## src/rtl/pipeline_hazard_ctrl.sv

```systemverilog
// ---------------------------------------------------------------------------
// pipeline_hazard_ctrl
//
// Hazard, stall and flush controller for a 4-stage pipeline (IF, ID, EX, MWB).
// It keeps shadow copies of the register-use information held in the EX and
// MWB pipeline registers and, from those and the instruction currently in ID,
// produces:
//   - PC / IF/ID / EX/MWB register enables
//   - IF/ID flush and ID/EX bubble insertion
//   - EX-stage forwarding selects and ID-stage same-cycle write bypass
//   - a saturating stall-cycle counter and a sticky memory-timeout flag
//
// Ports
//   clock, reset            rising-edge clock, asynchronous active-high reset
//   id_*_in                 decode info of the instruction in IF/ID
//   ex_branch_taken_in      branch in EX resolved taken
//   mem_busy_in             data_memory still busy with the MWB access
//   pc_we_out               PC update enable
//   if_id_we_out            IF/ID register enable
//   if_id_flush_out         clear IF/ID valid
//   id_ex_bubble_out        load a NOP into ID/EX instead of the ID instruction
//   ex_mwb_we_out           EX/MWB register enable
//   fwd_a_sel_out/_b_       EX operand select: 00 ID/EX value, 01 MWB ALU result
//   id_bypass_rs/rt_out     ID register read takes MWB write data
//   stall_count_out         saturating count of cycles with pc_we_out = 0
//   timeout_err_out         sticky: MWB busy for MEM_TIMEOUT consecutive cycles
// ---------------------------------------------------------------------------
module pipeline_hazard_ctrl #(
  parameter int STALL_CNT_W = 16,
  parameter int MEM_TIMEOUT = 1024,
  parameter int TMO_W       = 11
) (
  input  logic                   clock,
  input  logic                   reset,
  input  logic                   id_valid_in,
  input  logic [4:0]             id_rs_in,
  input  logic [4:0]             id_rt_in,
  input  logic                   id_uses_rs_in,
  input  logic                   id_uses_rt_in,
  input  logic [4:0]             id_dest_in,
  input  logic                   id_writes_in,
  input  logic                   id_is_load_in,
  input  logic                   id_is_mem_in,
  input  logic                   ex_branch_taken_in,
  input  logic                   mem_busy_in,
  output logic                   pc_we_out,
  output logic                   if_id_we_out,
  output logic                   if_id_flush_out,
  output logic                   id_ex_bubble_out,
  output logic                   ex_mwb_we_out,
  output logic [1:0]             fwd_a_sel_out,
  output logic [1:0]             fwd_b_sel_out,
  output logic                   id_bypass_rs_out,
  output logic                   id_bypass_rt_out,
  output logic [STALL_CNT_W-1:0] stall_count_out,
  output logic                   timeout_err_out
);

  localparam logic [TMO_W-1:0] TMO_LIMIT = TMO_W'(MEM_TIMEOUT);

  typedef enum logic {
    RUN,
    MEM_WAIT
  } state_e;

  typedef struct packed {
    logic       valid;
    logic [4:0] rs;
    logic [4:0] rt;
    logic       uses_rs;
    logic       uses_rt;
    logic [4:0] dest;
    logic       wr;
    logic       load;
    logic       mem;
  } ex_info_t;

  typedef struct packed {
    logic       valid;
    logic [4:0] dest;
    logic       wr;
    logic       load;
    logic       mem;
  } mwb_info_t;

  // State
  logic                   started_q;   // low from reset until the first edge after release
  ex_info_t               ex_q,        ex_d;
  mwb_info_t              mwb_q,       mwb_d;
  state_e                 state_q,     state_d;
  logic [STALL_CNT_W-1:0] stall_cnt_q, stall_cnt_d;
  logic [TMO_W-1:0]       tmo_cnt_q,   tmo_cnt_d;
  logic                   tmo_err_q,   tmo_err_d;

  // Hazard terms
  logic freeze;
  logic load_use;
  logic mwb_fwd_ok;
  logic mwb_byp_ok;

  // Internal copies of the control outputs, also used by the next-state logic
  logic pc_we;
  logic if_id_we;
  logic if_id_flush;
  logic bubble;
  logic ex_mwb_we;

  // -------------------------------------------------------------------------
  // Hazard detection, forwarding and bypass
  // -------------------------------------------------------------------------
  always_comb begin
    // The MWB access holds the whole pipe while data_memory is still busy.
    freeze = mwb_q.valid & mwb_q.mem & mem_busy_in;

    // Register 0 is hard-wired, so a match against it is never a hazard.
    load_use = ex_q.valid & ex_q.load & (ex_q.dest != 5'd0) & id_valid_in &
               ((id_uses_rs_in & (id_rs_in == ex_q.dest)) |
                (id_uses_rt_in & (id_rt_in == ex_q.dest)));

    // Load data is not ready as an ALU result, so loads never forward into EX.
    mwb_fwd_ok = mwb_q.valid & mwb_q.wr & ~mwb_q.load & (mwb_q.dest != 5'd0);
    // The reg_file write happens in MWB, so ID bypass covers loads too.
    mwb_byp_ok = mwb_q.valid & mwb_q.wr & (mwb_q.dest != 5'd0);

    fwd_a_sel_out    = (ex_q.uses_rs & mwb_fwd_ok & (mwb_q.dest == ex_q.rs)) ? 2'b01 : 2'b00;
    fwd_b_sel_out    = (ex_q.uses_rt & mwb_fwd_ok & (mwb_q.dest == ex_q.rt)) ? 2'b01 : 2'b00;
    id_bypass_rs_out = mwb_byp_ok & (mwb_q.dest == id_rs_in);
    id_bypass_rt_out = mwb_byp_ok & (mwb_q.dest == id_rt_in);
  end

  // -------------------------------------------------------------------------
  // Pipeline enables, in priority order: freeze, branch, load-use, run
  // -------------------------------------------------------------------------
  always_comb begin
    // NOTE: every signal driven here gets a value before any branch, so no
    // path leaves one unassigned and no latch is inferred.
    pc_we       = 1'b0;
    if_id_we    = 1'b0;
    if_id_flush = 1'b1;
    bubble      = 1'b0;
    ex_mwb_we   = 1'b0;

    if (started_q) begin
      if_id_flush = 1'b0;
      if (freeze) begin
        // Everything holds; a branch or load-use waits for the unfrozen cycle.
      end else if (ex_branch_taken_in) begin
        // The ID instruction is squashed, so any load-use on it is moot.
        pc_we       = 1'b1;
        if_id_we    = 1'b1;
        if_id_flush = 1'b1;
        bubble      = 1'b1;
        ex_mwb_we   = 1'b1;
      end else if (load_use) begin
        // The bubble empties EX, so this stall clears itself next cycle.
        bubble    = 1'b1;
        ex_mwb_we = 1'b1;
      end else begin
        pc_we     = 1'b1;
        if_id_we  = 1'b1;
        ex_mwb_we = 1'b1;
      end
    end
  end

  assign pc_we_out        = pc_we;
  assign if_id_we_out     = if_id_we;
  assign if_id_flush_out  = if_id_flush;
  assign id_ex_bubble_out = bubble;
  assign ex_mwb_we_out    = ex_mwb_we;
  assign stall_count_out  = stall_cnt_q;
  assign timeout_err_out  = tmo_err_q;

  // -------------------------------------------------------------------------
  // Next-state: shadows, FSM, counters
  // -------------------------------------------------------------------------
  always_comb begin
    ex_d  = ex_q;
    mwb_d = mwb_q;
    if (started_q && !freeze) begin
      mwb_d = '{valid: ex_q.valid, dest: ex_q.dest, wr: ex_q.wr,
                load: ex_q.load, mem: ex_q.mem};
      if (bubble) begin
        ex_d = '0;
      end else begin
        ex_d = '{valid: id_valid_in, rs: id_rs_in, rt: id_rt_in,
                 uses_rs: id_uses_rs_in, uses_rt: id_uses_rt_in,
                 dest: id_dest_in, wr: id_writes_in,
                 load: id_is_load_in, mem: id_is_mem_in};
      end
    end

    state_d = freeze ? MEM_WAIT : RUN;

    // Counts consecutive frozen cycles; restarts at 1 on entry from RUN.
    tmo_cnt_d = '0;
    if (freeze) begin
      if (state_q == RUN) begin
        tmo_cnt_d = TMO_W'(1);
      end else if (tmo_cnt_q != TMO_LIMIT) begin
        tmo_cnt_d = tmo_cnt_q + TMO_W'(1);
      end else begin
        tmo_cnt_d = tmo_cnt_q;
      end
    end
    tmo_err_d = tmo_err_q | (freeze & (tmo_cnt_d == TMO_LIMIT));

    stall_cnt_d = stall_cnt_q;
    if (started_q && !pc_we && (stall_cnt_q != '1)) begin
      stall_cnt_d = stall_cnt_q + STALL_CNT_W'(1);
    end
  end

  // NOTE: sequential state uses non-blocking assignments only, so every flop
  // samples the values from before this edge regardless of statement order.
  always_ff @(posedge clock or posedge reset) begin
    if (reset) begin
      started_q   <= 1'b0;
      ex_q        <= '0;
      mwb_q       <= '0;
      state_q     <= RUN;
      stall_cnt_q <= '0;
      tmo_cnt_q   <= '0;
      tmo_err_q   <= 1'b0;
    end else begin
      started_q   <= 1'b1;
      ex_q        <= ex_d;
      mwb_q       <= mwb_d;
      state_q     <= state_d;
      stall_cnt_q <= stall_cnt_d;
      tmo_cnt_q   <= tmo_cnt_d;
      tmo_err_q   <= tmo_err_d;
    end
  end

endmodule

```

## config.mk

```make
export PLATFORM = sky130hd
export DESIGN_NAME = pipeline_hazard_ctrl
export DESIGN_NICKNAME = d
export VERILOG_FILES = /design/src/rtl/pipeline_hazard_ctrl.sv
export SDC_FILE = /design/constraint.sdc
export NUM_CORES = 1
export LEC_CHECK = 0
export ABC_AREA = 1
export ABC_CLOCK_PERIOD_IN_PS = 2900
export BUFFER_PORTS_ARGS = -buffer_cell sky130_fd_sc_hd__buf_4
export CORE_ASPECT_RATIO = 0.5
export CORE_UTILIZATION = 40
export DETAILED_ROUTE_END_ITERATION = 16
export PLACE_DENSITY = 0.58
export SLEW_MARGIN = 10
export SYNTH_ARGS = -nofsm -noshare
export SYNTH_HDL_FRONTEND = slang
export SYNTH_SLANG_ARGS = --single-unit
```

## constraint.sdc

```tcl
create_clock -name clock -period 2.9 [get_ports clock]
set_input_delay 0.145 -clock clock [delete_from_list [all_inputs] [get_ports clock]]
set_output_delay 0.145 -clock clock [all_outputs]
set_load 0.02 [all_outputs]
```

# Yosys cells after proc, flatten, opt, wreduce, memory -nomap -nowiden
# Index checks and enable logic that the tools add are counted.
[totals]
register_bits = 60
output_inout_bits = 28
elab_cells = 79
[op_classes]
n_addsub = 2
n_eq_ne = 9
mux = 20
bitwise = 22
reduce_logical = 7
[ops]
columns = ["operator", "count"]
rows = [
  ["$mux W11", 3],
  ["$eq A5 B5 Y1", 6],
  ["$mux W21", 1],
  ["$and A1 B1 Y1", 19],
  ["$add A16 B1 Y16 const B", 1],
  ["$mux W1", 16],
  ["$ne A16 B16 Y1 const B", 1],
  ["$add A11 B1 Y11 const B", 1],
  ["$eq A11 B11 Y1 const B", 1],
  ["$ne A11 B11 Y1 const B", 1],
  ["$reduce_bool A5 Y1", 2],
  ["$logic_and A1 B1 Y1", 3],
  ["$logic_not A1 Y1", 2],
  ["$or A1 B1 Y1", 2],
  ["$not A1 Y1", 1],
]

# Longest topological paths before layout
# Gate-level depths: netlist of run 1.
[depth]
ltp_word = 11
mapped_depth = 12
ltp_nobuf = 12

# Worst setup path after synthesis of run 1
# Ideal clock, no wire load.
[synth_timing]
path_kind = "reg2out"
from = "register mwb_q[5] (netlist name)"
to = "output port fwd_a_sel_out[0]"
arrival_time_ns = 1.718
required_time_ns = 2.755
slack_ns = 1.037
stages_incl_launch_ff = 7
cell_sequence = "dfrtp_1 -> clkbuf_1 -> nor3_1 -> nand3_1 -> nand3_1 -> or2_2 -> nor4_1"
[synth_between]
elab_chain_len = 5
word_cells_on_any_way = 6
cone_classes = "eq/ne: 1; mux: 1; bitwise: 3; reduce/logical: 1"
[synth_rtl]
columns = ["item", "line_no", "rtl"]
rows = [
  ["from (decl)", "89", "mwb_info_t mwb_q, mwb_d;"],
  ["from (signal assigned)", "228", "mwb_q <= mwb_d;"],
  ["$reduce_bool A5 Y1", "121", "mwb_fwd_ok = mwb_q.valid & mwb_q.wr & ~mwb_q.load & (mwb_q.dest != 5'd0);"],
  ["$and A1 B1 Y1", "121", ""],
  ["$and A1 B1 Y1", "125", "fwd_a_sel_out = (ex_q.uses_rs & mwb_fwd_ok & (mwb_q.dest == ex_q.rs)) ? 2'b01 : 2'b00;"],
  ["$and A1 B1 Y1 (*)", "125", ""],
  ["$mux W1 (*)", "125", ""],
  ["to (decl)", "51", "output logic [1:0] fwd_a_sel_out,"],
]
# Mark *: on every way between the ends. The rest lies on a longest branch, timed or not.

# Worst setup path in the final report of run 1
[layout_timing]
from = "register mwb_q[8] (netlist name)"
to = "output port if_id_we_out"
[layout_between]
elab_chain_len = 4
[layout_rtl]
columns = ["item", "line_no", "rtl"]
rows = [
  ["$and A1 B1 Y1 (2 in series)", "113", "freeze = mwb_q.valid & mwb_q.mem & mem_busy_in;"],
  ["$mux W1", "145", "if (freeze) begin"],
  ["$mux W1", "143", "if (started_q) begin"],
  ["to (decl)", "47", "output logic if_id_we_out,"],
]
# Every way passes these cells.

==> flow_summary.ini, run 1 <==
[clock_tree]
numCtsBuffers = 9
htreeDepth = 3
insertion_delay_ps = 340
cts_tree = yes
clockBufferDepth = 2
cts-root-buf = clkbuf_16
post_cts_buffers = 0
clkTransAtPathRegs_ps = 50
clkSinkCount = 60

[route]
drc = 0
first_pass_iters = 4
drt_iter0_drc = 105
drtAntennaViolNets = 0
wl_um = 8190
routedWlPerCell_um = 12.7
vias = 3008
vias_per_cell = 4.68

[yosys]
ys_seq_area_frac = 0.435
yosysWarnings = 0
synth_seq_cells = 60
netlist_area_sq_um = 3450
avgSynthCellArea_sq_um = 7.36
synth.distinct_cells = 35
synthCells = 469

[sta]
slew_headroom = 0.527
timing.final.ws_setup_ps = 752
worst_pin_slew_ps = 709
timing.final.crit_period_ps = 2150
rsz0062_at_grt = no
fmax_mhz = 466
maxSlewViolCount = 0
fin_skew_ps = 5.23
fin_crit_sh = 0.741
finalHoldViolCount = 0
holdWs_ps = 22.4
setup_viol = 0
tns_ps = 0

[worst_setup_path]
arrival_ps = 2000
crit_path_max_fanout = 36
crit_path_end_kind = output port
path_class = reg -> out
critPathRequiredTime_ps = 2760
startpoint_type = flip-flop

[floorplanning]
die_area_sq_um = 9020
fp.dieW_um = 133
placementRows = 23
num_io_pins = 53
fp.coreArea_sq_um = 8170
start_util = 0.422
fp.dieH_um = 67.7

[grt]
grt_max_degree = 37
grt_use_total = 0.200
grt-ovfl-total = 0
grt_pass1_vias = 2867
grt_pass1_wl_um = 13700
antenna_found_initial = 0

[power]
max-vdd-ir-drop_v = 0.000320
power_leakage_nw = 2.33
p_per_area_nw_per_um2 = 523

[placement]
numPortBuffers = 50
numPlacedInstances = 622
post-place-ws_ps = 971
dp_hpwl_um = 5870
place_congestion = 0.848

[cells_and_area]
drive_gt1_frac = 0.153
antenna_cells = 0
areaGrowthSynthToFinish_pct = 23.6
finalNetCount = 554
final_util = 0.522
final_cells = 643

[flow_run]
cap_violations = 0

[run_status]
outcome = complete, no violations

[worst_hold_path]
holdCritPathClass = in -> reg
==> registers in the layout, indices dropped and copies added, names as in the netlist <==
signal / count
tmo_cnt_q: 11
mwb_q: 9
ex_q: 21
state_q: 1
stall_count_out: 16
timeout_err_out: 1
started_q: 1
==> worst max-delay path: stages, from the launching register on <==
cell and delay, ps:
dfrtp_1 360, nand3_1 230, nand2_1 150, buf_4 340, inv_1 210, o21ai_0 130
inv_1 70, buf_4 160
==> power by group <==
part	internal (mW)	switching, mW	total [mW]
clock	0.659	0.392	1.05
combinational	0.107	0.141	0.247
sequential	0.882	0.0488	0.931
total	1.65	0.582	2.23
==> cell usage in the layout (no fill, tap or decap), types with 2 or more instances in the layout <==
| cell | count |
|---|---|
| clkinvlp_4 | 3 |
| xor2_1 | 18 |
| or2_2 | 2 |
| nand2_4 | 2 |
| inv_1 | 48 |
| nand2_1 | 179 |
| nor2_1 | 31 |
| nand3_1 | 45 |
| nor4_1 | 3 |
| buf_4 | 54 |
| nor3_1 | 13 |
| clkinv_2 | 3 |
| inv_2 | 2 |
| o21ai_0 | 8 |
| clkbuf_16 | 9 |
| dlygate4sd3_1 | 5 |
| nand3b_1 | 2 |
| dfrtp_1 | 60 |
| xnor2_1 | 15 |
| nand4_1 | 5 |
| conb_1 | 3 |
| ha_1 | 3 |
| a21oi_1 | 4 |
==> synthesized netlist by cell type, drive strengths merged <==
cell type,instances,area (sq um)
a21oi,4,20.0
inv,50,188
nand3b,2,15.0
or2,4,25.0
o21ai,9,48.8
nor2,31,116
o2111ai,1,8.76
nand3,46,235
nor4,3,18.8
ha,3,37.5
nand4,5,31.3
o211ai,1,7.51
clkbuf,6,22.5
nand2,182,701
buf,8,53.8
a21boi,1,7.51
o21bai,1,7.51
o22ai,1,6.26
dfrtp,60,1500
conb,2,7.51
xor2,18,158
xnor2,15,131
o2111a,1,11.3
nor3,15,91.3
==> layer usage <==
metal | up-vias | track usage | part of all wire
li1 | 1571 | - | -
met1 | 1384 | 0.232 | 0.46
met2 | 43 | 0.357 | 0.48
met3 | 10 | 0.0773 | 0.048
met4 | 0 | 0.0426 | 0.0084
met5 | - | 0 | 0
==> cells by family (layout without fill, tap and decap cells) <==
logic type,Yosys count,after routing,share of synthesized area
adders and majority gates,3,3,0.0109
buffers and inverters,64,125,0.0765
AOI/OAI and AO/OA,19,19,0.0341
xor gates and xnor gates,33,33,0.0838
DFF,60,60,0.435
other,2,3,0.00218
and+or+nand+nor,288,288,0.358
==> through the flow <==
stage          instance area, sq um  power (mW)
2_1_floorplan                  3450        1.10
3_3_place_gp                   3920        1.19
3_5_place_dp                   3920        1.19
4_1_cts                        4270        2.27
5_1_grt                        4270        2.33
6_report                       4270        2.23
==> worst paths after layout <==
kind	from	endpoint	slack (ps)	cells past startpoint
min in group asynchronous	reset	ex_q[4]	490	3
max reg2reg	stall_count_out[0]	stall_count_out[13]	990	9
min reg2reg	timeout_err_out	timeout_err_out	460	2
min	id_dest_in[1]	ex_q[4]	20	3
max	mwb_q[8]	if_id_we_out	750	7
max in group asynchronous	reset	stall_count_out[12]	1710	4
==> timing repair <==
item / in CTS / in global routing
hold buffers: 5 / 0
resized for setup: 0 / 0
hold endpoints to repair: 34 / 0
==> layout make-up <==
type / instances / area, sq um
timing repair buffer: 59 / 455
inverter: 50 / 188
fill: 832 / 3910
sequential: 60 / 1500
tap: 112 / 140
clock buffer: 9 / 225
clock inverter: 7 / 67.6
multi-input combinational: 346 / 1690
Power figures use the tool's default switching activity.
==> inputs of run 2 (changes only) <==
ABC_CLOCK_PERIOD_IN_PS = 1800   (was 2900)
PLACE_DENSITY = 0.6   (was 0.58)
clock period = 1.8 ns   (was 2.9 ns; I/O delays follow)
==> run 2 against run 1 <==
Against the previous run: via count increased by 8.3%; register-to-register slack worse by 870 ps; clock skew is 2.5 ps higher; global-route usage up 1.4 points; clock-buffer cell count is 3 higher; sequential cell count did not move; worst hold slack lost 4.9 ps; final cell count is 5.9% higher; critical path depth increased by 1; non-clock buffer count rose by 38; design area increased by 11%; worst setup slack got worse by 730 ps.
==> flow_summary.ini, run 2 (synthesized netlist as in run 1, its figures left out) <==
[run_status]
outcome = complete, no violations

[sta]
fmax_mhz = 562
fin_skew_ps = 7.69
holdWs_ps = 17.4
fin_crit_sh = 0.988
timing.final.crit_period_ps = 1780
maxSlewViolCount = 0
rsz0062_at_grt = yes
finalHoldViolCount = 0
tns_ps = 0
setup_viol = 0

[clock_tree]
insertion_delay_ps = 330
clkTransAtPathRegs_ps = 50
cts_tree = yes
cts-root-buf = clkbuf_16
numCtsBuffers = 9
clkSinkCount = 60
htreeDepth = 3
clockBufferDepth = 2

[flow_run]
cap_violations = 0

[route]
route.met3.wl_um = 296
vias_per_cell = 4.79
drc = 0
wl_um = 8730
vias = 3259
route.met2.wl_um = 4240
routedWlPerCell_um = 12.8
first_pass_iters = 5
drtAntennaViolNets = 0
drt_iter0_drc = 96
top_layer_used = met4
wl_met1_um = 4100

[grt]
grt_use_total = 0.214
grt-ovfl-total = 0
antenna_found_initial = 0
grt_max_degree = 61
grt_pass1_wl_um = 15000
grt_pass1_vias = 3195

[worst_hold_path]
min_to = ex_q[12]
holdCritPathClass = in -> reg
hold_path_startpoint = id_rt_in[2]
hold_depth = 3

[placement]
place_congestion = 0.899
dp_hpwl_um = 6070
numPortBuffers = 50

[worst_setup_path]
critPathRequiredTime_ps = 1710
reg2reg_from = ex_q[7]
arrival_ps = 1690
path_class = reg -> out
crit_path_max_fanout = 5
reg2reg_depth = 10
r2r_slack_ps = 120
startpoint_type = flip-flop
crit_path_end_kind = output port
r2r-end = stall_count_out[14]

[floorplanning]
fp.coreArea_sq_um = 8170
num_io_pins = 53
die_area_sq_um = 9020
start_util = 0.422
fp.dieH_um = 67.7
fp.dieW_um = 133
placementRows = 23

[cells_and_area]
antenna_cells = 0
fillCellCount = 774
largest_reg_flops = 21
mostFrequentLayoutCells = nand2_1 (179), buf_4 (74), dfrtp_1 (59)
final_common_cell = nand2_1
areaGrowthSynthToFinish_pct = 36.7
top_register = ex_q
drive_gt1_frac = 0.218
finalNetCount = 592

[power]
p_per_area_nw_per_um2 = 793
max-vdd-ir-drop_v = 0.000468
power_leakage_nw = 2.54
==> run 2: cell types whose count changed in the layout (fill, tap and decap cells not counted), sizes merged <==
| cell | delta |
|---|---|
| dlygate4sd3 | +12 |
| clkinvlp | -2 |
| clkinv | -1 |
| buf | +26 |
| clkbuf | +3 |
==> run 2: per-layer routing <==
layer | track usage | up-vias
met4 | 0.0653 | 0
met1 | 0.269 | 1546
met5 | 0 | -
met3 | 0.0526 | 12
met2 | 0.372 | 52
li1 | - | 1649
==> run 2: area by class of cell <==
type | count | area [sq um] | area share
sequential | 60 | 1500 | 0.319
multi-input combinational | 346 | 1760 | 0.374
timing repair buffer | 97 | 820 | 0.174
clock inverter | 4 | 47.5 | 0.0101
clock buffer | 12 | 256 | 0.0544
tap | 112 | 140 | 0.0297
inverter | 50 | 188 | 0.0398
==> run 2: worst max-delay path: stages (launching register included) <==
cell	delay, ps
dfrtp_1	410
or2_1	230
a21oi_2	130
nand3_1	80
nand2_1	90
nand2_2	90
o21ai_2	140
inv_2	60
buf_6	130
==> run 2: timing repair <==
item | CTS | global route
pin swaps | 3 | 8
hold endpoints to repair | 76 | 0
hold buffers | 17 | 0
gates resized for setup | 5 | 20
gates cloned | 0 | 0
setup endpoints to repair | 5 | 22
setup buffers | 4 | 5
==> run 2: worst max-delay path by stage <==
stage	startpoint	end	slack, ps	cells past startpoint
4_1_cts	ex_q[7]	pc_we_out	-20	8
5_1_grt	ex_q[7]	if_id_we_out	-70	8
3_5_place_dp	ex_q[5]	stall_count_out[14]	80	10
3_3_place_gp	ex_q[5]	stall_count_out[12]	140	10
6_report	ex_q[7]	pc_we_out	20	8
2_1_floorplan	stall_count_out[0]	stall_count_out[2]	10	9
==> run 2: stage by stage <==
stage	total power, mW	cell area (sq um)	setup slack [ps]	utilization	std cells
2_1_floorplan	1.77	3460	13.2	-	470
3_3_place_gp	1.95	4100	138	0.501	639
3_5_place_dp	1.96	4100	82.2	0.501	639
4_1_cts	3.76	4610	-24.5	0.564	676
5_1_grt	3.91	4720	-74.8	0.577	681
6_report	3.74	4720	21.1	0.577	681
==> run 2: where the power goes <==
group,switching [mW],total [mW],internal [mW]
sequential,0.0578,1.48,1.42
clock,0.592,1.73,1.14
combinational,0.286,0.524,0.238
==> inputs of run 3 (changes only) <==
MAX_ROUTING_LAYER = met4   (was unset)
==> run 3 against run 2 <==
Against the previous run: clock power is essentially flat; final cell count grew 0.15%; combinational power is essentially flat; core utilization grew 0.092 points; clock skew is essentially flat; die area is the same; design area grew 0.16%; register-to-register slack is essentially flat; worst hold slack lost 1.3 ps; non-clock buffer count grew 1; critical path type unchanged; critical endpoint unchanged; highest routed layer unchanged.
==> flow_summary.ini, run 3 (synthesized netlist as in run 1, its figures left out) <==
[sta]
timing.final.crit_period_ps = 1780
maxSlewViolCount = 0
holdWs_ps = 16.1
setup_viol = 0
rsz0062_at_grt = yes
finalHoldViolCount = 0
fin_skew_ps = 7.59
fmax_mhz = 562
timing.final.ws_setup_ps = 19.2
fin_crit_sh = 0.989

[flow_run]
cap_violations = 0

[placement]
dp_hpwl_um = 6070
numPortBuffers = 50
place_congestion = 0.914
post-place-ws_ps = 82.2

[worst_setup_path]
r2r-end = stall_count_out[14]
crit_path_end_kind = output port
r2r_slack_ps = 120
startpoint_type = flip-flop
arrival_ps = 1690
crit_path_max_fanout = 5
path_class = reg -> out
reg2reg_depth = 10
reg2reg_from = ex_q[7]
critPathRequiredTime_ps = 1710

[clock_tree]
clockBufferDepth = 2
clkTransAtPathRegs_ps = 50
htreeDepth = 3
cts-root-buf = clkbuf_16
clkSinkCount = 60
insertion_delay_ps = 330
cts_tree = yes
numCtsBuffers = 9

[cells_and_area]
largest_reg_flops = 21
drive_gt1_frac = 0.219
finalNetCount = 593
antenna_cells = 0
top_register = ex_q
final_common_cell = nand2_1
mostFrequentLayoutCells = nand2_1 (179), buf_4 (75), dfrtp_1 (59)
areaGrowthSynthToFinish_pct = 36.9

[floorplanning]
die_area_sq_um = 9020
placementRows = 23
num_io_pins = 53
start_util = 0.422
fp.coreArea_sq_um = 8170
fp.dieW_um = 133
fp.dieH_um = 67.7

[grt]
antenna_found_initial = 0
grt_pass1_vias = 3194
grt_max_degree = 61
grt_use_total = 0.221
grt-ovfl-total = 0
grt_pass1_wl_um = 15000

[worst_hold_path]
holdCritPathClass = in -> reg
hold_path_startpoint = id_rt_in[2]
hold_depth = 3
min_to = ex_q[12]

[route]
vias = 3232
drtAntennaViolNets = 0
drc = 0
first_pass_iters = 7
drt_iter0_drc = 91
routedWlPerCell_um = 12.9
vias_per_cell = 4.74
wl_um = 8780

[run_status]
outcome = complete, no violations

[power]
power_leakage_nw = 2.54
max-vdd-ir-drop_v = 0.000471
p_per_area_nw_per_um2 = 792
run 3: cell types whose count changed in the layout (fill, tap and decap cells not counted):
cell | previous run | this run
buf_4 | 74 | 75
run 3: how the worst max path moves through the flow:
stage | start | cells after the start | endpoint
final | ex_q[7] | 8 | pc_we_out
after global routing | ex_q[7] | 8 | if_id_we_out
after CTS | ex_q[7] | 8 | pc_we_out
after detailed placement | ex_q[5] | 10 | stall_count_out[14]
after global placement | ex_q[5] | 10 | stall_count_out[12]
after floorplan | stall_count_out[0] | 9 | stall_count_out[2]
run 3: metal layers:
layer / GRT usage / routed length, um
met5: - / 0
met4: 0.0653 / 100
met3: 0.0526 / 269
met2: 0.372 / 4260
met1: 0.269 / 4150
run 3: stage by stage:
step           TNS [ps]   util  total power [mW]  instances  instance area [sq um]
2_1_floorplan         0      -              1.77        470                   3460
3_3_place_gp          0  0.501              1.95        639                   4100
3_5_place_dp          0  0.501              1.96        639                   4100
4_1_cts           -48.5  0.564              3.76        676                   4610
5_1_grt            -258  0.578              3.91        682                   4720
6_report              0  0.578              3.74        682                   4720
run 3: timing repair:
action / 4_1_cts / 5_1_grt
gates resized for setup: 5 / 20
hold endpoints to repair: 76 / 0
pin swaps: 3 / 8
endpoints found under the setup margin: 5 / 22
buffers inserted: 4 / 6
hold buffers: 17 / 0
run 3: worst max-delay path, cell delays in order, from the launching register on:
cell     delay, ps
dfrtp_1        410
or2_1          230
a21oi_2        130
nand3_1         80
nand2_1         90
nand2_2         90
o21ai_2        140
inv_2           60
buf_6          130
run 3: cell type report:
class	count	area, sq um
clock inverter	4	47.5
tap	112	140
multi-input combinational	346	1760
timing repair buffer	98	827
clock buffer	12	256
inverter	50	188
fill	775	3450
sequential	60	1500
run 3: power breakdown:
part           internal (mW)  switching (mW)
Combinational          0.239           0.286
Clock                   1.14           0.596
Sequential              1.42          0.0578
